`config.mk`:
```
export PLATFORM = sky130hd
export DESIGN_NAME = clk_div_sel_ctrl
export DESIGN_NICKNAME = d
export VERILOG_FILES = /design/src/rtl/clk_div_sel_pkg.sv /design/src/rtl/clk_div_core.sv /design/src/rtl/clk_div_sel_ctrl.sv
export SDC_FILE = /design/constraint.sdc
export NUM_CORES = 1
export LEC_CHECK = 0
export BUFFER_PORTS_ARGS = -buffer_cell sky130_fd_sc_hd__buf_2
export CORE_ASPECT_RATIO = 0.9
export CORE_MARGIN = 1
export CORE_UTILIZATION = 45
export CTS_CLUSTER_DIAMETER = 60
export CTS_CLUSTER_SIZE = 30
export DETAILED_ROUTE_END_ITERATION = 10
export PLACE_DENSITY = 0.61
export SETUP_SLACK_MARGIN = 0.1
export SYNTH_ARGS = -nofsm -noshare
export SYNTH_HDL_FRONTEND = slang
export SYNTH_SLANG_ARGS = --single-unit
```
`constraint.sdc`:
```
create_clock -name clk -period 3.8 [get_ports clk]
set_clock_uncertainty 0.05 [all_clocks]
set_input_delay 0.19 -clock clk [delete_from_list [all_inputs] [get_ports clk]]
set_output_delay 0.19 -clock clk [all_outputs]
set_load 0.03 [all_outputs]
```
`src/rtl/clk_div_sel_pkg.sv`:
```
// clk_div_sel_pkg: shared types and constants for the clock divider / mux select controller.
package clk_div_sel_pkg;
  typedef enum logic [1:0] {STABLE, DWELL, HOLD} sel_state_e;
  localparam int DIV_MIN = 2;
  function automatic int ctr_width(int dwell, int hold);
    int m;
    m = dwell > hold ? dwell : hold;
    return m < 2 ? 1 : $clog2(m);
  endfunction
endpackage

```
`src/rtl/clk_div_core.sv`:
```
// clk_div_core: period counter with shadowed divisor, registered divided clock and optional wrap tick.
// Optional div_tick_o output exists only when CLK_DIV_SEL_TICK_EN is defined.
module clk_div_core
  import clk_div_sel_pkg::*;
#(
  parameter int DIV_WIDTH = 8,
  parameter int DIV_RESET = 2
) (
  input  logic                 clk_i,
  input  logic                 reset_i,
  input  logic [DIV_WIDTH-1:0] div_value_i,
  input  logic                 div_load_i,
  output logic                 clk_div_o
`ifdef CLK_DIV_SEL_TICK_EN
  ,output logic                div_tick_o
`endif
);
  localparam logic [DIV_WIDTH-1:0] RST_DIV = DIV_WIDTH'(DIV_RESET);
  localparam logic [DIV_WIDTH-1:0] MIN_DIV = DIV_WIDTH'(DIV_MIN);
  logic [DIV_WIDTH-1:0] cnt_q, cnt_d, act_q, act_d, shd_q, shd_d;
  logic                 pend_q, pend_d, clk_div_q, clk_div_d, wrap;
  always_comb begin
    wrap      = cnt_q == act_q - 1'b1;
    cnt_d     = wrap ? '0 : cnt_q + 1'b1;
    act_d     = wrap && pend_q ? shd_q : act_q;
    shd_d     = div_load_i ? (div_value_i < MIN_DIV ? MIN_DIV : div_value_i) : shd_q;
    // a load landing on the wrap cycle stays pending for the following period
    pend_d    = div_load_i | (pend_q & ~wrap);
    clk_div_d = cnt_d < (act_d >> 1);
  end
  always_ff @(posedge clk_i or posedge reset_i) begin
    if (reset_i) begin
      cnt_q     <= '0;
      act_q     <= RST_DIV;
      shd_q     <= RST_DIV;
      pend_q    <= 1'b0;
      clk_div_q <= 1'b0;
    end else begin
      cnt_q     <= cnt_d;
      act_q     <= act_d;
      shd_q     <= shd_d;
      pend_q    <= pend_d;
      clk_div_q <= clk_div_d;
    end
  end
  assign clk_div_o = clk_div_q;
`ifdef CLK_DIV_SEL_TICK_EN
  logic tick_q;
  always_ff @(posedge clk_i or posedge reset_i) begin
    if (reset_i) tick_q <= 1'b0;
    else tick_q <= wrap;
  end
  assign div_tick_o = tick_q;
`endif
endmodule

```
`src/rtl/clk_div_sel_ctrl.sv`:
```
// clk_div_sel_ctrl: divided-clock generator plus dwell/hold-filtered select for a glitch-free clock mux.
// Optional div_tick output exists only when CLK_DIV_SEL_TICK_EN is defined.
module clk_div_sel_ctrl
  import clk_div_sel_pkg::*;
#(
  parameter int DIV_WIDTH    = 8,
  parameter int DIV_RESET    = 2,
  parameter int DWELL_CYCLES = 4,
  parameter int HOLD_CYCLES  = 8
) (
  input  logic                 clk,
  input  logic                 reset,
  input  logic [DIV_WIDTH-1:0] div_value,
  input  logic                 div_load,
  input  logic                 req_sel,
  output logic                 clk_div,
  output logic                 sel,
  output logic                 busy
`ifdef CLK_DIV_SEL_TICK_EN
  ,output logic                div_tick
`endif
);
  localparam int CW = ctr_width(DWELL_CYCLES, HOLD_CYCLES);
  sel_state_e    state_q, state_d;
  logic [CW-1:0] ctr_q, ctr_d;
  logic          sel_q, sel_d, busy_q;
  clk_div_core #(
    .DIV_WIDTH(DIV_WIDTH),
    .DIV_RESET(DIV_RESET)
  ) u_core (
    .clk_i      (clk),
    .reset_i    (reset),
    .div_value_i(div_value),
    .div_load_i (div_load),
    .clk_div_o  (clk_div)
`ifdef CLK_DIV_SEL_TICK_EN
    ,.div_tick_o(div_tick)
`endif
  );
  always_comb begin
    state_d = state_q;
    ctr_d   = ctr_q;
    sel_d   = sel_q;
    unique case (state_q)
      STABLE: if (req_sel != sel_q) begin
        state_d = DWELL;
        ctr_d   = CW'(DWELL_CYCLES - 1);
      end
      DWELL: if (req_sel == sel_q) state_d = STABLE;
      else if (ctr_q == '0) begin
        sel_d   = ~sel_q;
        state_d = HOLD;
        ctr_d   = CW'(HOLD_CYCLES - 1);
      end else ctr_d = ctr_q - 1'b1;
      HOLD: if (ctr_q == '0) state_d = STABLE;
      else ctr_d = ctr_q - 1'b1;
      default: state_d = STABLE;
    endcase
  end
  always_ff @(posedge clk or posedge reset) begin
    if (reset) begin
      state_q <= STABLE;
      ctr_q   <= '0;
      sel_q   <= 1'b0;
      busy_q  <= 1'b0;
    end else begin
      state_q <= state_d;
      ctr_q   <= ctr_d;
      sel_q   <= sel_d;
      busy_q  <= state_d != STABLE;
    end
  end
  assign sel  = sel_q;
  assign busy = busy_q;
endmodule

```
== Word-level counts from Yosys, hierarchy flattened ==
Index checks and enable logic that the tools add are counted.

* Flip-flop bits (word level): 33
* Output and inout port bits: 3
* Logic and storage cells: 48
* Input port bits: 12

* Bitwise gates (word level): 5
* Reductions and logical operators: 7
* Eq/ne operators: 8
* Add/subtract/negate cells: 3
* Multiplexer cells: 13
* $lt $le $gt $ge: 2

{| class="wikitable"
|+ Operators by type and width
! kind !! count
|-
| $mux 8 || 3
|-
| $mux 3 || 4
|-
| $pmux 3 s3 || 1
|-
| $add 8x1->8 const B || 1
|-
| $eq 8x8->1 || 1
|-
| $lt 8x2->1 const B || 1
|-
| $lt 8x7->1 || 1
|-
| $mux 2 || 4
|-
| $sub 8x1->8 const B || 1
|-
| $ne 2x2->1 const B || 3
|-
| $pmux 2 s3 || 1
|-
| $reduce_and 4->1 || 1
|-
| $logic_not 3->1 || 1
|-
| $not 1->1 || 3
|-
| $reduce_and 3->1 || 1
|-
| $reduce_bool 3->1 || 1
|-
| $sub 3x1->3 const B || 1
|-
| $eq 2x1->1 const B || 1
|-
| $eq 2x2->1 const B || 1
|-
| $logic_not 2->1 || 1
|-
| $reduce_bool 2->1 || 1
|-
| $and 1x1->1 || 1
|-
| $eq 1x1->1 || 1
|-
| $logic_and 1x1->1 || 1
|-
| 2 further kinds || 2
|}

== Logic depth before layout (Yosys ltp) ==
* Depth in word-level cells: 5
* Mapped depth: 14
* Depth with buffers taken out: 13

== Modules after synthesis ==
Synthesis repeated with hierarchy kept, for this count alone.

* Cells, all modules: 186
* Area, all modules: 2044.5 um^2

{| class="wikitable"
|+ Modules (own cells, without submodules)
! module !! cells each !! times used !! area each (um^2) !! sequential area each (um^2)
|-
| clk_div_core || 137 || 1 || 1550.2 || 653.1
|-
| clk_div_sel_ctrl || 49 || 1 || 494.2 || 175.2
|}

== Least setup slack after synthesis ==
Ideal clock, no wire load.

* Path type: reg-to-reg
* Start: register u_core.act_q[1]
* End: register u_core.clk_div_q (netlist: u_core.clk_div_o)
* Path buffers: 1
* Data required time: 3.639 ns
* Cell stages (with the launch flop): 15
* Library setup time: 0.111 ns
* Data arrival time: 2.824 ns
* Setup slack: 0.815 ns
* Clock period less this slack: 2.985 ns
* Cell sequence: dfstp_2 -> inv_1 -> ha_1 -> xor2_1 -> o211ai_1 -> nor4_2 -> nand4_1 -> buf_2 -> mux2_4 -> inv_1 -> ha_1 -> nand3_1 -> nor2_1 -> o31a_1 -> a2111oi_2

* Longest elaborated chain between the ends: 5
* Elaborated cells between the ends (all ways): 6
* Classes of those cells: add/sub: 1; order compare: 1; eq/ne: 1; mux: 2; reduce/logical: 1

{| class="wikitable"
|+ Ends and longest elaborated chain
! what !! line !! RTL
|-
| from (decl) || clk_div_core.sv:20 || <nowiki>logic [DIV_WIDTH-1:0] cnt_q, cnt_d, act_q, act_d, shd_q, shd_d;</nowiki>
|-
| from (signal assigned) || clk_div_core.sv:40 || <nowiki>act_q <= act_d;</nowiki>
|-
| $sub 8x1->8 || clk_div_core.sv:23 || <nowiki>wrap = cnt_q == act_q - 1'b1;</nowiki>
|-
| $eq 8x8->1 || clk_div_core.sv:23 ||
|-
| $logic_and 1x1->1 || clk_div_core.sv:25 || <nowiki>act_d = wrap && pend_q ? shd_q : act_q;</nowiki>
|-
| $mux 8 || clk_div_core.sv:25 ||
|-
| named net u_core.act_d[6] || clk_div_core.sv:20 ||
|-
| $lt 8x7->1 || clk_div_core.sv:29 || <nowiki>clk_div_d = cnt_d < (act_d >> 1);</nowiki>
|-
| named net u_core.clk_div_d || clk_div_core.sv:21 || <nowiki>logic pend_q, pend_d, clk_div_q, clk_div_d, wrap;</nowiki>
|-
| to (signal assigned) || clk_div_core.sv:43 || <nowiki>clk_div_q <= clk_div_d;</nowiki>
|-
| to (decl) || clk_div_core.sv:21 ||
|}

The timed path passes the listed nets, and every way through them passes these cells.
A chain may end at the register's enable or synchronous reset.

== Final worst setup path ==
* Start: register u_core.act_q[1]
* End: register u_core.clk_div_q (netlist: u_core.clk_div_o)

* Elaborated cells between the ends (all ways): 6
* Classes of those cells: add/sub: 1; order compare: 1; eq/ne: 1; mux: 2; reduce/logical: 1

{| class="wikitable"
|+ RTL lines
! what !! line !! RTL
|-
| $sub 8x1->8 || clk_div_core.sv:23 ||
|-
| $eq 8x8->1 || clk_div_core.sv:23 ||
|-
| $mux 8 || clk_div_core.sv:24 || <nowiki>cnt_d = wrap ? '0 : cnt_q + 1'b1;</nowiki>
|-
| named net u_core.cnt_d[1] || clk_div_core.sv:20 ||
|-
| $lt 8x7->1 || clk_div_core.sv:29 ||
|-
| named net u_core.clk_div_d || clk_div_core.sv:21 ||
|}

The timed path passes the listed nets, and every way through them passes these cells.

==> flow_summary.yaml <==
yosys:
  synth.top_cells.by_area: "dfrtp_1 41%, ha_1 9.8%, xor2_1 4.6%"
  ys_async_sr_fraction_pct: 100.0
  syn-num-nets: 212
  synth_area_um2: 1909
  synth_compound_area_share_pct: 12.25
  synth_top_area_share_pct: 40.63
  synth_top_family_by_area: "simple AND/OR/NAND/NOR gates"
  synth_xor_area_share_pct: 7.339
  synth_top_cell_by_area: "dfrtp_1"
  seq_area_frac_synth_pct: 43.38
  ys_seq_elements: 33
  syn_inst: 185
  synthSimpleGateAreaFrac_pct: 13.70
  synthTopCellsByCount: "31 x dfrtp_1, 21 x inv_1, 15 x ha_1"
  synthFlopType: "dfrtp_1"
  synth_cell_types: 42
  synth.area.mux_share_pct: 7.536
  yosys_warnings: 0
  synth_edf_count: 0
  yosysMostFrequentCell: "dfrtp_1"
  synth-adder-area-share_pct: 9.830
  avgSynthCellArea_um2: 10.32
floorplanning:
  row_count: 22
  dieArea_um2: 4508
  start_util_pct: 46.87
  dieHeight_um: 63.80
  pin_count: 15
  fp.dieW_um: 70.66
  coreArea_um2: 4074
cells_and_area:
  syn2layout_area_growth_pct: 12.32
  fin_area_um2: 2145
  layout.nets: 231
  drive_above_1_share_pct: 21.46
  multi_input_area_um2: 967.2
  num-fill-cells: 366
  diodes: 0
  finalNonFillerCells: 253
  seqCellArea_um2: 828.3
detailed_routing:
  post-route-drc-count: 0
  drtIter0Drc: 60
  ant_nets: 0
  vias_per_cell: 5.308
  first_pass_iters: 4
  wl_per_cell_um: 14.03
  vias: 1343
  wl_mm: 3.550
clock_tree:
  cts-root-buf: "clkbuf_8"
  cts.clk_slew.worst_paths_ps: 80
  cts_tree: "yes"
  cts_max_path_buffers: 2
  cts_resized: 0
  cts_made_buffers: 5
  cts.sinks: 33
  insertion_delay_ps: 290
  htree_levels: 2
placement:
  numPortBuffers: 14
  dpl.hpwl_mm: 2.745
  gp_congestion: 0.9529
  post-place-cells: 244
  placement.cell_area_um2: 2019
  pre_cts_ws_ps: 610.5
power:
  p_per_area_nw_per_um2: 505.3
  leakage_nw: 1.065
  ir_drop_uv: 290.7
sta:
  finalSetupViolations: 0
  hold_viol: 0
  rsz0062_at_grt: "false"
  timing.fmax_mhz: 309.2
  max-slew-margin-rel_pct: 58.58
  timing.final.max_slew_violations: 0
  fin_setup_tns_ps: 0
  tightestPinTransition_ps: 617.6
  min_period_over_period_pct: 85.12
  period_needed_ps: 3235
  fin_ws_ps: 565.4
  hold_ws_ps: 86.92
global_route:
  grt_pass1_wl_mm: 6.430
  grt_pass1_vias: 1355
  antenna_found_initial: 0
  grt_max_degree: 34
  grt_overflow: 0
  grtUsageTotal_pct: 18.96
setup_path:
  critPathLaunch: "u_core.act_q[1]"
  crit_fanout: 10
  r2r-start: "u_core.act_q[1]"
  cpMaxStageDelayCell: "dfstp_2"
  crit_type: "register to register"
  slowest_delay_ps: 580
  worstPathArrival_ps: 3370
  worstPathCellList: "inv_1 > ha_1 > xor2_1 > o211ai_1 > nor4_2 > and3_1 > and2b_1 > ha_1 > o211ai_1 > nor2_1 > o31a_1 > a2111oi_2"
  cp-start-kind: "register"
  cp-end-kind: "register"
  worstPathRequired_ps: 3940
outcome:
  status: "completed"
worst_hold_path:
  min_path_type: "primary input to register"
  holdCritStartpoint: "div_value[1]"
run:
  drv_cap: 0
cells in the final DEF, fill, tap and decap left out, types with 2 or more instances in the layout:
cell type,n
mux2i_1,5
buf_4,2
and3_2,2
xnor2_1,6
nor2b_1,2
or2_2,2
buf_2,14
and3_1,3
a21oi_1,10
xor2_1,10
clkbuf_8,5
mux2_2,7
nor2_1,14
nand3_1,4
dfstp_2,2
o21ai_0,6
nand2_1,9
o22ai_1,3
o211ai_1,6
ha_1,15
nor3_1,2
o22a_1,2
inv_1,21
dfrtp_1,31
kinds of logic (layout without fill, tap and decap cells):
family / Yosys count / after routing
AOI/OAI and AO/OA: 35 / 35
xor gates and xnor gates: 16 / 16
adders and majority gates: 15 / 15
buffers and inverters: 26 / 46
DFF: 33 / 33
muxes: 13 / 13
and+or+nand+nor: 47 / 47
worst paths after layout:
kind                                    end  slack, ps  cells past startpoint
max in group asynchronous   u_core.shd_q[1]       2910                      4
hold reg to reg             u_core.shd_q[3]        470                      1
setup / recovery           u_core.clk_div_o        570                     12
min in group asynchronous     u_core.pend_q        480                      4
setup reg to reg           u_core.clk_div_o        570                     12
hold / removal              u_core.shd_q[1]         90                      2
critical path, delay by kind of cell (launching register included):
family          cells  cell delay (ps)
simple gates        4             1030
fa+ha+maj           2              550
compound gates      4              670
flops               1              580
buf+inv             1               70
xor+xnor            1              190
area by class of cell:
cell class / count / area share, %
inverters: 21 / 3.676
well taps: 48 / 2.800
clock buffers: 5 / 3.209
repair buffers: 17 / 4.434
multi-input cells: 126 / 45.10
flip-flops and latches: 33 / 38.62
clock inverters: 3 / 2.159
routing by layer:
layer	track usage (%)	wire length, um
met5	0	0
met4	8.750	89
met3	5.047	123
met2	27.18	1495
met1	26.82	1843
power breakdown:
part / leakage, nW / internal (mW) / total, mW / switching [mW]
Clock: 0.0543 / 0.196 / 0.334 / 0.138
Sequential: 0.407 / 0.399 / 0.433 / 0.0341
Combinational: 0.604 / 0.129 / 0.316 / 0.187
Total: 1.07 / 0.724 / 1.08 / 0.359
state kept, by name, summed over array words and instances, names as in the netlist:
name,flops
u_core.act_q,8
u_core.cnt_q,8
u_core.shd_q,8
ctr_q,3
state_q,2
busy,1
sel,1
u_core.clk_div_o,1
u_core.pend_q,1
stage by stage:
| stage | utilization (%) | power [mW] |
|---|---|---|
| floorplan | - | 0.6797 |
| global placement | 49.57 | 0.7346 |
| detailed placement | 49.57 | 0.7552 |
| CTS | 52.64 | 1.094 |
| global route | 52.64 | 1.174 |
| finish | 52.64 | 1.084 |
timing repair:
action / in CTS / in global routing
buffers inserted: 0 / 0
hold buffers: 1 / 0
hold endpoints to repair: 31 / 0
Power figures use the tool's default switching activity.
